$ cat src/rtl/imem_boot_ctrl_pkg.sv
// Shared types and constants for the instruction-memory boot controller.
package imem_ctrl_pkg;

  typedef enum logic [1:0] {
    LOAD = 2'd0,
    RUN  = 2'd1,
    ERR  = 2'd2
  } state_t;

  // addi x0,x0,0
  localparam logic [31:0] NOP_INSTR = 32'h0000_0013;

  function automatic int unsigned mem_depth(input int unsigned ins_address);
    return 32'd1 << (ins_address - 2);
  endfunction

endpackage

$ cat src/rtl/imem_boot_ctrl_if.sv
// Loader word stream: valid/ready handshake with an end-of-image marker.
interface imem_boot_ctrl_if #(
  parameter int INS_W = 32
) ();
  logic             ld_valid;
  logic             ld_ready;
  logic [INS_W-1:0] ld_data;
  logic             ld_last;

  modport master (output ld_valid, output ld_data, output ld_last, input ld_ready);
  modport slave  (input ld_valid, input ld_data, input ld_last, output ld_ready);
endinterface

$ cat src/rtl/imem_boot_ctrl.sv
// Owns the instruction memory: loads a boot image word by word, then
// serves core fetches combinationally from the memory read port.
module imem_boot_ctrl
  import imem_ctrl_pkg::*;
#(
  parameter int               INS_ADDRESS = 9,
  parameter int               INS_W       = 32,
  parameter logic [INS_W-1:0] NOP_INSTR   = imem_ctrl_pkg::NOP_INSTR
) (
  input  logic                   clk,
  input  logic                   reset,
  input  logic                   boot_req,
  imem_boot_ctrl_if.slave        ld,
  input  logic [INS_ADDRESS-1:0] cpu_addr,
  output logic [INS_W-1:0]       cpu_instr,
  output logic                   cpu_stall,
  output logic                   misalign,
  output logic                   mem_we,
  output logic [INS_ADDRESS-1:0] mem_wa,
  output logic [INS_W-1:0]       mem_wd,
  output logic [INS_ADDRESS-1:0] mem_ra,
  input  logic [INS_W-1:0]       mem_rd,
  output logic [INS_ADDRESS-2:0] word_count,
  output logic                   load_err
);

  localparam int          AW       = INS_ADDRESS - 2;
  localparam int          WCW      = INS_ADDRESS - 1;
  localparam int unsigned DEPTH    = mem_depth(INS_ADDRESS);
  localparam logic [AW-1:0] WPTR_MAX = AW'(DEPTH - 1);

  state_t          state_q, state_d;
  logic [AW-1:0]   wptr_q, wptr_d;
  logic [WCW-1:0]  wc_q, wc_d;
  logic            err_q, err_d;
  logic            fire;

  always_ff @(posedge clk) begin
    if (reset) begin
      state_q <= LOAD;
      wptr_q  <= '0;
      wc_q    <= '0;
      err_q   <= 1'b0;
    end else begin
      state_q <= state_d;
      wptr_q  <= wptr_d;
      wc_q    <= wc_d;
      err_q   <= err_d;
    end
  end

  // boot_req masks ld_ready so a coincident word is never half-accepted.
  always_comb begin
    state_d     = state_q;
    wptr_d      = wptr_q;
    wc_d        = wc_q;
    err_d       = err_q;
    ld.ld_ready = (state_q == LOAD) && !boot_req;
    fire        = ld.ld_ready && ld.ld_valid;
    mem_we      = fire;
    mem_wa      = {wptr_q, 2'b00};
    mem_wd      = ld.ld_data;
    mem_ra      = {wptr_q, 2'b00};
    cpu_instr   = NOP_INSTR;
    cpu_stall   = 1'b1;
    misalign    = 1'b0;

    if (state_q == RUN) begin
      mem_ra    = cpu_addr;
      cpu_instr = mem_rd;
      cpu_stall = 1'b0;
      misalign  = |cpu_addr[1:0];
    end

    if (boot_req) begin
      state_d = LOAD;
      wptr_d  = '0;
      wc_d    = '0;
      err_d   = 1'b0;
    end else if (fire) begin
      wc_d   = WCW'(wptr_q) + WCW'(1);
      wptr_d = wptr_q + AW'(1);
      if (ld.ld_last) begin
        state_d = RUN;
        wptr_d  = '0;
      end else if (wptr_q == WPTR_MAX) begin
        state_d = ERR;
        err_d   = 1'b1;
      end
    end
  end

  assign word_count = wc_q;
  assign load_err   = err_q;

endmodule

$ cat src/flat_wrapper.sv
// flat-port wrapper written by rule: the top's interface ports become plain ports
module imem_boot_ctrl_flat import imem_ctrl_pkg::*;
#(
  parameter int               INS_ADDRESS = 9,
  parameter int               INS_W       = 32,
  parameter logic [INS_W-1:0] NOP_INSTR   = imem_ctrl_pkg::NOP_INSTR
)
  (clk, reset, boot_req, cpu_addr, cpu_instr, cpu_stall, misalign, mem_we, mem_wa, mem_wd, mem_ra, mem_rd, word_count, load_err, ld_ld_valid, ld_ld_data, ld_ld_last, ld_ld_ready);
  imem_boot_ctrl_if #(.INS_W(INS_W)) ld_i ();
  input  logic clk;
  input  logic reset;
  input  logic boot_req;
  input  logic [INS_ADDRESS-1:0] cpu_addr;
  output logic [INS_W-1:0] cpu_instr;
  output logic cpu_stall;
  output logic misalign;
  output logic mem_we;
  output logic [INS_ADDRESS-1:0] mem_wa;
  output logic [INS_W-1:0] mem_wd;
  output logic [INS_ADDRESS-1:0] mem_ra;
  input  logic [INS_W-1:0] mem_rd;
  output logic [INS_ADDRESS-2:0] word_count;
  output logic load_err;
  input wire logic [$bits(ld_i.ld_valid)-1:0] ld_ld_valid;
  input wire logic [$bits(ld_i.ld_data)-1:0] ld_ld_data;
  input wire logic [$bits(ld_i.ld_last)-1:0] ld_ld_last;
  output wire logic [$bits(ld_i.ld_ready)-1:0] ld_ld_ready;
  assign ld_i.ld_valid = ld_ld_valid;
  assign ld_i.ld_data = ld_ld_data;
  assign ld_i.ld_last = ld_ld_last;
  assign ld_ld_ready = ld_i.ld_ready;
  imem_boot_ctrl #(.INS_ADDRESS(INS_ADDRESS), .INS_W(INS_W), .NOP_INSTR(NOP_INSTR)) u_core (.clk(clk), .reset(reset), .boot_req(boot_req), .ld(ld_i), .cpu_addr(cpu_addr), .cpu_instr(cpu_instr), .cpu_stall(cpu_stall), .misalign(misalign), .mem_we(mem_we), .mem_wa(mem_wa), .mem_wd(mem_wd), .mem_ra(mem_ra), .mem_rd(mem_rd), .word_count(word_count), .load_err(load_err));
endmodule
$ cat config.mk
export PLATFORM = sky130hd
export DESIGN_NAME = imem_boot_ctrl_flat
export DESIGN_NICKNAME = d
export VERILOG_FILES = /design/src/rtl/imem_boot_ctrl_pkg.sv /design/src/rtl/imem_boot_ctrl_if.sv /design/src/rtl/imem_boot_ctrl.sv /design/src/flat_wrapper.sv
export SDC_FILE = /design/constraint.sdc
export NUM_CORES = 1
export LEC_CHECK = 0
export ABC_AREA = 1
export ABC_CLOCK_PERIOD_IN_PS = 1500
export CAP_MARGIN = 20
export CORE_MARGIN = 2
export CORE_UTILIZATION = 27
export DETAILED_ROUTE_END_ITERATION = 8
export PLACE_DENSITY = 0.82
export SLEW_MARGIN = 40
export SYNTH_ARGS = -nofsm -noshare
export SYNTH_HDL_FRONTEND = slang
export SYNTH_SLANG_ARGS = --single-unit
$ cat constraint.sdc
create_clock -name clk -period 1.5 [get_ports clk]
set_input_delay 0.3 -clock clk [delete_from_list [all_inputs] [get_ports clk]]
set_output_delay 0.3 -clock clk [all_outputs]
set_load 0.03 [all_outputs]
Word level (Yosys, flattened, before mapping)
Cells that the tools add are included.

operators by class
  add/subtract/negate cells = 2
  equality and inequality tests = 2
  mux-type cells = 7
  bitwise operators = 1
  reductions and logical operators = 9

operators by type and width
  cell                                                  number
  two-way mux 32 bit                                    1
  two-way mux 9 bit                                     1
  adder 7 x 1 -> 8 bit (second input constant)          1
  adder 7 x 1 -> 7 bit (second input constant)          1
  equality test 7 bit (second input constant)           1
  two-way mux 7 bit                                     1
  two-way mux 2 bit                                     2
  OR reduction 2 bit                                    2
  AND reduction 3 bit                                   1
  equality test 2 x 1 -> 1 bit (second input constant)  1
  logical AND 1 bit                                     2
  logical NOT 2 bit                                     1
  two-way mux 1 bit                                     2
  AND reduction 2 bit                                   1
  nonzero test 2 bit                                    1
  logical NOT 1 bit                                     1
  inverter 1 bit                                        1

storage, ports and cells
  register bits after elaboration = 18
  input port bits = 78
  output and inout port bits = 95
  logic and storage cells = 25

Depth between registers and ports, before layout
  word-level depth = 4
  gate-level depth with buffers = 8

Worst setup path before layout
Ideal clock, no wire load.

  kind = reg-to-output
  from = register u_core.wptr_q[3]
  to = output port mem_ra[5]
  arrival = 1.369 ns
  required time = 1.200 ns
  path slack = -0.169 ns
  stages on the path, launching flop included = 3
  path buffers = 0
  path through = dfxtp_1 -> inv_1 -> o21ai_0

on the way
  word-level cells in the longest chain between the ends = 1

ends and longest elaborated chain
  element                 RTL line              source
  from (decl)             imem_boot_ctrl.sv:33  logic [AW-1:0] wptr_q, wptr_d;
  from (signal assigned)  imem_boot_ctrl.sv:46  wptr_q <= wptr_d;
  two-way mux 9 bit       imem_boot_ctrl.sv:68  if (state_q == RUN) begin
  to (decl)               flat_wrapper.sv:20    output logic [INS_ADDRESS-1:0] mem_ra;

Every way passes these cells.

Final worst setup path
  from = register u_core.state_q[0]
  to = output port cpu_instr[1]

on the way
  word-level cells in the longest chain between the ends = 2

ends and longest elaborated chain
  element                       RTL line              source
  from (decl)                   imem_boot_ctrl.sv:32  state_t state_q, state_d;
  from (signal assigned)        imem_boot_ctrl.sv:45  state_q <= state_d;
  equality test 2 x 1 -> 1 bit  imem_boot_ctrl.sv:68
  two-way mux 32 bit            imem_boot_ctrl.sv:68
  to (decl)                     flat_wrapper.sv:14    output logic [INS_W-1:0] cpu_instr;

Every way passes these cells.

==> flow_metrics.env <==
export IMPL_status="finished with violations"
export IMPL_violations="negative setup slack"
export IMPL_synth_compound_area_frac=0.1000
export IMPL_seqCellArea_sq_um=366.6
export IMPL_diodes=0
export IMPL_track_usage=0.1800
export IMPL_rows=26
export IMPL_syn_area_per_cell_sq_um=6.071
export IMPL_ios=173
export IMPL_worstPathCellList="inv_2 > nor2_4 > inv_4 > buf_12 > or2_1 > buf_6"
export IMPL_critPathLaunchType="register"
export IMPL_setup_tns_ns=-2.095
export IMPL_grt_max_degree=24
export IMPL_remaining_drc_errors=0
export IMPL_clk_pin_slew_ns=0.07
export IMPL_synth_xor_area_frac=0
export IMPL_synth_top_family_by_area="buffers and inverters"
export IMPL_start_util=0.2799
export IMPL_insertion_delay_ns=0.26
export IMPL_min_path_type="register to register"
export IMPL_root_buffer="clkbuf_8"
export IMPL_ys_types=23
export IMPL_skew_ns=0.002776
export IMPL_min_period_ns=1.634
export IMPL_nets=406
export IMPL_wl_mm=5.572
export IMPL_max_clock_freq_ghz=0.6119
export IMPL_synth_seq_cells=18
export IMPL_multi_input_area_sq_um=699.4
export IMPL_gp_congestion=0.7793
export IMPL_synth_fa_ha_area_frac=0.008696
export IMPL_clk_path_buf_depth=2
export IMPL_cts_num_sinks=18
export IMPL_grt_pass1_wl_mm=8.631
export IMPL_cts_tree="built"
export IMPL_viasPerCell=4.352
export IMPL_vias=1719
export IMPL_portBuffers=106
export IMPL_grt_ovfl_total=0
export IMPL_final_area_sq_um=2654
export IMPL_fp_dieArea_sq_um=5929
export IMPL_syn_area_sq_um=1439
export IMPL_drtIter0Drc=43
export IMPL_reg2reg_depth=10
export IMPL_antenna_found_initial=0
export IMPL_syn2layout_area_growth_pct=84.44
export IMPL_cp_data_arrival_time_ns=1.33
export IMPL_netlist_instances=237
export IMPL_placedInstanceArea_sq_um=2387
export IMPL_finalHoldViolations=0
export IMPL_core_sq_um=5140
export IMPL_crit_path_top_delay_cell="dfxtp_2"
export IMPL_synthSimpleGateAreaFrac=0.2870
export IMPL_setup_violations=38
export IMPL_critPathRequiredTime_ns=1.20
export IMPL_critPathMaxFanout=7
export IMPL_maxCapViolCount=0
export IMPL_cp_end_kind="output port"
export IMPL_grt_pass1_vias=1724
export IMPL_die_h_um=77
export IMPL_htreeDepth=1
export IMPL_leakage_nw=1.304
export IMPL_ant_nets=0
export IMPL_fin_ws_ns=-0.1343
export IMPL_synth_area_mux_share=0
export IMPL_slew_violations=0
export IMPL_cts_made_buffers=3
export IMPL_first_pass_iters=4
export IMPL_layout_drive_gt1_share=0.3292
export IMPL_final_cell_mix="inv_1 (46), clkdlybuf4s50_1 (45), nand2_1 (39), buf_4 (30), buf_6 (29)"
export IMPL_layout_commonest_cell="inv_1"
export IMPL_critPathMaxStageDelay_ns=0.33
export IMPL_path_class="register to output port"
export IMPL_nFillCells=517
export IMPL_fin_crit_sh=1.090
export IMPL_pre_cts_ws_ns=-0.3220
export IMPL_yosysSeqAreaShare=0.2504
export IMPL_vdd_ir_drop_max_v=0.0003807
export IMPL_dp_hpwl_mm=4.361
export IMPL_rsz0062_at_grt="yes"
export IMPL_powerDensity_nw_per_um2=444.3
export IMPL_min_path_cells=2
export IMPL_fp_dieW_um=77
export IMPL_synth_warnings=0
export IMPL_wire_per_inst_um=14.11
-- cell families after synthesis --
| family | count (synthesis) |
|---|---|
| buf+inv | 92 |
| fa+ha+maj | 1 |
| flops | 18 |
| compound gates | 28 |
| other cells | 1 |
| simple gates | 97 |
-- area by class of cell --
class | instances | share of cell area
inverter | 50 | 0.07166
timing repair buffer | 126 | 0.4781
tap | 70 | 0.03300
multi-input combinational | 128 | 0.2636
clock buffer | 3 | 0.01556
sequential | 18 | 0.1381
-- metal layers --
layer	share of wire	vias to the layer above	GRT usage	wire length [um]
met4	0.010	0	0.03750	57
met1	0.37	759	0.1950	2047
met3	0.10	5	0.06235	585
li1	-	843	-	-
met2	0.52	112	0.3368	2881
met5	0	-	0	0
-- worst max-delay path, delay by kind of cell (launching register included) --
family                 cells  cell delay [ns]
buffers and inverters      4             0.40
and+or+nand+nor            2             0.34
DFF                        1             0.33
-- state kept, by name, indices dropped and copies added (netlist names) --
signal / flops
u_core.wptr_q: 7
u_core.word_count: 8
u_core.load_err: 1
u_core.state_q: 2
-- power by group --
part           internal (W)  switching [W]
logic              0.000186       0.000167
registers          0.000478     0.00000152
clock network      0.000179       0.000167
total              0.000844       0.000336
-- stage by stage --
| stage | cells | hold slack [ns] | utilization | power, W |
|---|---|---|---|---|
| finish | 395 | 0.4515 | 0.5163 | 0.001179 |
| global route | 395 | 0.4836 | 0.5163 | 0.001224 |
| CTS | 394 | 0.4572 | 0.5144 | 0.001188 |
| detailed placement | 388 | 0.4409 | 0.4645 | 0.0008143 |
| global placement | 388 | 0.4417 | 0.4645 | 0.0008120 |
| floorplan | 238 | 0.4433 | - | 0.0007922 |
-- cell usage after synthesis --
cell type	count	share of area
a21oi_1	18	0.063
a21oi_2	1	0.0061
buf_1	1	0.0026
buf_2	2	0.0070
buf_4	34	0.18
buf_6	4	0.031
clkbuf_1	1	0.0026
conb_1	1	0.0026
dfxtp_1	18	0.25
ha_1	1	0.0087
inv_1	47	0.12
inv_2	3	0.0078
nand2_1	39	0.10
nand2_2	1	0.0044
nand2_4	1	0.0078
nand3_1	9	0.031
nand4_1	3	0.013
nor2_1	38	0.099
nor2_2	2	0.0087
nor2_4	1	0.0078
o21ai_0	7	0.024
o21ai_1	2	0.0070
or2_1	3	0.013
-- path summary, 6_finish.rpt --
path / from / end / slack [ns]
worst min register to register: u_core.word_count[0] / u_core.word_count[0] / 0.45
worst min-delay path: u_core.word_count[0] / u_core.word_count[0] / 0.45
worst max register to register: u_core.state_q[1] / u_core.word_count[5] / 0.07
worst max-delay path: u_core.state_q[0] / cpu_instr[1] / -0.13
-- what timing repair did --
item,CTS,global route
hold endpoints to repair,0,0
hold buffers,0,0
resized for setup,77,6
pin swaps,5,8
setup buffers,2,2
gates cloned,1,0
setup endpoints to repair,59,46
(Power assumes the default switching activity.)
